## src/rtl/mem_arbiter.sv

```systemverilog
// mem_arbiter: shares one block memory between the instruction-fetch (read-only) and data-cache (read/write) ports,
// serialising transactions through IDLE/ISSUE/WAIT/DONE and breaking ties round-robin.
module mem_arbiter #(
  parameter int ADDR_W = 6,
  parameter int DATA_W = 32
) (
  input  logic              CLK,
  input  logic              RESET,
  input  logic              I_READ,
  input  logic [ADDR_W-1:0] I_ADDRESS,
  output logic [DATA_W-1:0] I_READDATA,
  output logic              I_BUSYWAIT,
  input  logic              D_READ,
  input  logic              D_WRITE,
  input  logic [ADDR_W-1:0] D_ADDRESS,
  input  logic [DATA_W-1:0] D_WRITEDATA,
  output logic [DATA_W-1:0] D_READDATA,
  output logic              D_BUSYWAIT,
  output logic              M_READ,
  output logic              M_WRITE,
  output logic [ADDR_W-1:0] M_ADDRESS,
  output logic [DATA_W-1:0] M_WRITEDATA,
  input  logic [DATA_W-1:0] M_READDATA,
  input  logic              M_BUSYWAIT
);
  typedef enum logic [1:0] {IDLE, ISSUE, WAIT, DONE} state_t;
  state_t state_q, state_d;
  // grant/last: 0 = instruction side, 1 = data side
  logic grant_q, grant_d, last_q, last_d;
  logic m_read_q, m_read_d, m_write_q, m_write_d;
  logic [ADDR_W-1:0] m_addr_q, m_addr_d;
  logic [DATA_W-1:0] m_wdata_q, m_wdata_d, i_rdata_q, i_rdata_d, d_rdata_q, d_rdata_d;
  logic i_req, d_req, pick_d;
  assign i_req  = I_READ;
  assign d_req  = D_READ | D_WRITE;
  assign pick_d = d_req & (~i_req | ~last_q);
  always_comb begin
    state_d   = state_q;
    grant_d   = grant_q;
    last_d    = last_q;
    m_read_d  = m_read_q;
    m_write_d = m_write_q;
    m_addr_d  = m_addr_q;
    m_wdata_d = m_wdata_q;
    i_rdata_d = i_rdata_q;
    d_rdata_d = d_rdata_q;
    case (state_q)
      IDLE: if (i_req | d_req) begin
        state_d   = ISSUE;
        grant_d   = pick_d;
        m_addr_d  = pick_d ? D_ADDRESS : I_ADDRESS;
        m_wdata_d = pick_d ? D_WRITEDATA : m_wdata_q;
        m_write_d = pick_d & D_WRITE;
        m_read_d  = ~(pick_d & D_WRITE);
      end
      ISSUE: state_d = WAIT;
      WAIT: if (!M_BUSYWAIT) begin
        state_d   = DONE;
        m_read_d  = 1'b0;
        m_write_d = 1'b0;
        last_d    = grant_q;
        i_rdata_d = (m_read_q & ~grant_q) ? M_READDATA : i_rdata_q;
        d_rdata_d = (m_read_q & grant_q) ? M_READDATA : d_rdata_q;
      end
      default: state_d = IDLE;
    endcase
  end
  always_ff @(posedge CLK or posedge RESET) begin
    if (RESET) begin
      state_q   <= IDLE;
      grant_q   <= 1'b0;
      last_q    <= 1'b1;
      m_read_q  <= 1'b0;
      m_write_q <= 1'b0;
      m_addr_q  <= '0;
      m_wdata_q <= '0;
      i_rdata_q <= '0;
      d_rdata_q <= '0;
    end else begin
      state_q   <= state_d;
      grant_q   <= grant_d;
      last_q    <= last_d;
      m_read_q  <= m_read_d;
      m_write_q <= m_write_d;
      m_addr_q  <= m_addr_d;
      m_wdata_q <= m_wdata_d;
      i_rdata_q <= i_rdata_d;
      d_rdata_q <= d_rdata_d;
    end
  end
  assign I_BUSYWAIT  = i_req & ~(state_q == DONE & ~grant_q);
  assign D_BUSYWAIT  = d_req & ~(state_q == DONE & grant_q);
  assign M_READ      = m_read_q;
  assign M_WRITE     = m_write_q;
  assign M_ADDRESS   = m_addr_q;
  assign M_WRITEDATA = m_wdata_q;
  assign I_READDATA  = i_rdata_q;
  assign D_READDATA  = d_rdata_q;
endmodule

```

## config.mk

```make
export PLATFORM = sky130hd
export DESIGN_NAME = mem_arbiter
export DESIGN_NICKNAME = d
export VERILOG_FILES = /design/src/rtl/mem_arbiter.sv
export SDC_FILE = /design/constraint.sdc
export NUM_CORES = 1
export LEC_CHECK = 0
export BUFFER_PORTS_ARGS = -buffer_cell sky130_fd_sc_hd__buf_2
export CORE_ASPECT_RATIO = 1.25
export CORE_MARGIN = 4
export CORE_UTILIZATION = 35
export CTS_BUF_LIST = sky130_fd_sc_hd__clkbuf_8
export DETAILED_ROUTE_END_ITERATION = 8
export PLACE_DENSITY = 0.63
export RECOVER_POWER = 100
export SLEW_MARGIN = 20
export SYNTH_ARGS = -nofsm -noshare
export SYNTH_HDL_FRONTEND = slang
export SYNTH_SLANG_ARGS = --single-unit
export TNS_END_PERCENT = 10
```

## constraint.sdc

```tcl
create_clock -name CLK -period 4.3 [get_ports CLK]
set_input_delay 0.86 -clock CLK [delete_from_list [all_inputs] [get_ports CLK]]
set_output_delay 0.86 -clock CLK [all_outputs]
set_load 0.03 [all_outputs]
```

# After elaboration in Yosys (flattened, before gate mapping)
# Cells that the tools add are included.
# word_totals
reg_bits	108
input_bits	82
output_inout_bits	106
word_cells	50
# classes
mux	9
n_eq_ne	5
reduce_logical	9
bitwise	18
# op_table
op	n
AND reduction 3 bit	4
AND 1 bit	8
inverter 1 bit	7
two-way mux 6 bit	1
one-hot mux 2 bit (3 select lines)	1
AND reduction 2 bit	3
== test 2 bit (second input constant)	2
two-way mux 2 bit	2
!= test 2 bit (second input constant)	2
one-hot mux 1 bit (2 select lines)	2
two-way mux 1 bit	3
bitwise OR 1 bit	3
== test 2 x 1 -> 1 bit (second input constant)	1
zero test 2 bit	1
nonzero test 2 bit	1

# Logic depth before layout (Yosys ltp)
# depth
ltp_word	7
mapped_depth	7
depth_no_buf	5

# Least setup slack after synthesis
# Ideal clock, no wire load.
# synth_path
path_kind	input -> output
from	input D_WRITE
to	output D_BUSYWAIT
setup_slack_ns	2.053
path_buffers	0
required_time_ns	3.440
stages	2
arrival_ns	1.387
cell_sequence	nor2_1 > a21oi_1
# synth_via
elab_chain_cells	2
# synth_lines
element	line	rtl
from (decl)	14	input logic D_WRITE,
bitwise OR 1 bit	35	assign d_req = D_READ | D_WRITE;
AND 1 bit	92	assign D_BUSYWAIT = d_req & ~(state_q == DONE & grant_q);
to (decl)	18	output logic D_BUSYWAIT,
# No other way between the ends.

# Final worst setup path
# layout_path
from	register state_q[0]
to	register i_rdata_q[4] (netlist: I_READDATA[4])
# layout_via
elab_chain_cells	2
# layout_lines
element	line	rtl
from (decl)	27	state_t state_q, state_d;
from (signal assigned)	80	state_q <= state_d;
== test 2 bit	47	case (state_q)
AND reduction 3 bit (no line)	-	
to (signal assigned)	87	i_rdata_q <= i_rdata_d;
to (decl)	32	logic [DATA_W-1:0] m_wdata_q, m_wdata_d, i_rdata_q, i_rdata_d, d_rdata_q, d_rdata_d;
# No other way between the ends.
# A chain may end at the register's enable or synchronous reset.

==> out/qor.yml <==
routabilityCongestion: 0.743
ys_ff_latch: 108
critPathBufInv: 2
ant_nets: 0
post-route-period-util_pct: 71.0
multiInputGateArea_um2: 1430
holdPathStages: 2
clkTransAtPathRegs_ns: 0.10
hold_viol: 0
cap_violations: 0
final_core_util_pct: 44.2
crit_slowest_cell: "clkbuf_1"
clockRootBuffer: "clkbuf_8"
grt_pass1_vias: 3141
hold_end: "M_ADDRESS[0]"
cpLargestDelayFamily: "buffers and inverters"
yosysWarnings: 0
pin_count: 188
worst_setup_path_start_kind: "flip-flop"
slowest_delay_ns: 0.87
ys_types: 28
post_cts_buffers: 0
ys_seq_area_share_pct: 61.4
post_cts_resized: 0
design_area_um2: 5400
buffer_ports.inserted: 187
outcome: "finished, final reports clean"
core_area_um2: 12200
grt_max_degree: 72
netlist_instances: 267
synth_common_cells: "107 x dfrtp_1, 68 x mux2_2, 29 x mux2_4"
r2r_slack_ns: 1.25
worstReg2RegEnd: "I_READDATA[4]"
htree_levels: 3
r2r-start: "state_q[0]"
worstPathRequired_ns: 4.56
dieArea_um2: 14400
dp_hpwl_mm: 7.84
area_delta_synth_final_pct: 22.7
setup.worst_path.class: "flip-flop to flip-flop"
synth_area_leader_cell: "dfrtp_1"
antenna_cells: 0
cts_tree: "built"
die_y_um: 133
worst-path-max-fanout: 20
grt_pass1_wl_mm: 16.3
wl_mm: 10.3
track_usage_pct: 14.6
async_flop_share_pct: 100
clkLatencyLatePin_ns: 0.37
nFillCells: 1247
syn-num-nets: 353
cellLeakagePower_nw: 2.50
drt_first_pass_iters: 4
finalSetupTns_ns: 0
initial_core_util_pct: 36.0
die_w_um: 108
gr-total-overflow: 0
netlist.area_leader.share_pct: 60.8
drive_gt1_share_pct: 35.6
relSlewSlack_pct: 5.43
arrival_ns: 3.31
worstMarginPinSlew_ns: 1.42
seq_area_um2: 2700
rows: 45
avgSynthCellArea_um2: 16.5
dr_total_vias: 2837
avgViaCountPerCell: 4.52
cp_cell_sequence: "inv_1 > ha_1 > nand2b_1 > nor3b_4 > clkbuf_1 > mux2_2"
syn-cell-area_um2: 4400
critPathCaptureType: "flip-flop"
fin_worst_skew_ns: 0.0101
wl_per_cell_um: 16.5
fin_nets: 545
antenna_found_initial: 0
rsz0062_at_grt: "false"
hp-class: "flip-flop to flip-flop"
slew_violations: 0
power_density_nw_per_um2: 857
rr_worst_depth: 6
min_from: "M_ADDRESS[0]"
layout_min_cycle_time_ns: 3.05
ir_drop_v: 0.000308
placed_area_um2: 5460
first_iter_violations: 57
synth_edf_count: 0
p_total_w: 0.00463
cts_sinks: 108
setup-violations-final: 0
cts_hold_buf: 0
ys.flop_type: "dfrtp_1"
yosysMostFrequentCell: "dfrtp_1"
numCtsBuffers: 9
clockBufferDepth: 2
drc: 0
fin_hold_ws_ns: 0.488
fmax_mhz: 328
ys_top_cells_by_area: "dfrtp_1 61%, mux2_2 17%, mux2_4 9.9%"
==> placed cells by master (no fill, tap or decap), drive strengths merged, types with 2 or more instances in the layout <==
cell,Yosys,routed
inv,7,8
o2bb2ai,2,2
o21ai,7,7
dfrtp,107,107
buf,10,79
clkinv,0,2
mux2,97,97
a21oi,2,2
ha,4,4
bufinv,0,2
nor3b,2,2
nand2,9,9
clkbuf,1,123
mux2i,8,8
==> worst min-delay path, cell delays in order (launching register included) <==
cell,delay (ns)
dfrtp_1,0.35
nand2_1,0.04
o21ai_0,0.06
==> routing by layer <==
metal | routed length, µm | vias up | GRT usage, %
li1 | - | 1318 | -
met2 | 5510 | 94 | 26.0
met5 | 0 | - | 0
met4 | 278 | 0 | 6.25
met3 | 598 | 22 | 3.49
met1 | 3930 | 1403 | 16.3
==> logic make-up (layout without fill, tap and decap cells) <==
kind of cell / Yosys count / after routing / share of synthesized area, %
AOI/OAI and AO/OA: 17 / 17 / 2.98
adders and majority gates: 4 / 4 / 1.14
buffers and inverters: 18 / 214 / 3.41
DFF: 108 / 108 / 61.4
muxes: 105 / 105 / 29.1
and+or+nand+nor: 15 / 15 / 1.93
==> flip-flops by register name (all words and copies together) (netlist names) <==
signal	flops
grant_q	1
last_q	1
M_READ	1
M_ADDRESS	6
D_READDATA	32
M_WRITEDATA	32
M_WRITE	1
state_q	2
I_READDATA	32
==> worst max path at each step <==
| stage | depth (start not counted) | from | endpoint |
|---|---|---|---|
| finish | 6 | state_q[0] | I_READDATA[4] |
| global placement | 5 | M_BUSYWAIT | I_READDATA[22] |
| CTS | 6 | state_q[0] | I_READDATA[4] |
| global route | 6 | state_q[0] | I_READDATA[21] |
| floorplan | 1 | RESET | D_READDATA[0] |
| detailed placement | 5 | M_BUSYWAIT | I_READDATA[4] |
==> report_power, final <==
| group | leakage [nW] | internal, W | switching, W |
|---|---|---|---|
| combinational | 1.06 | 0.000660 | 0.00152 |
| sequential | 1.33 | 0.00151 | 0.000264 |
| clock | 0.114 | 0.000339 | 0.000338 |
==> metrics by stage <==
stage | std cells | worst slack [ns]
2_1_floorplan | 267 | 0.596
3_3_place_gp | 612 | 1.60
5_1_grt | 627 | 0.987
4_1_cts | 627 | 1.73
3_5_place_dp | 612 | 1.54
6_report | 627 | 1.25
==> layout make-up <==
class | count | area share, %
clock buffer | 10 | 2.55
clock inverter | 5 | 1.44
multi-input combinational | 141 | 26.4
sequential | 108 | 50.1
inverter | 7 | 0.533
timing repair buffer | 192 | 15.2
tap | 164 | 3.80
Power figures use the tool's default switching activity.
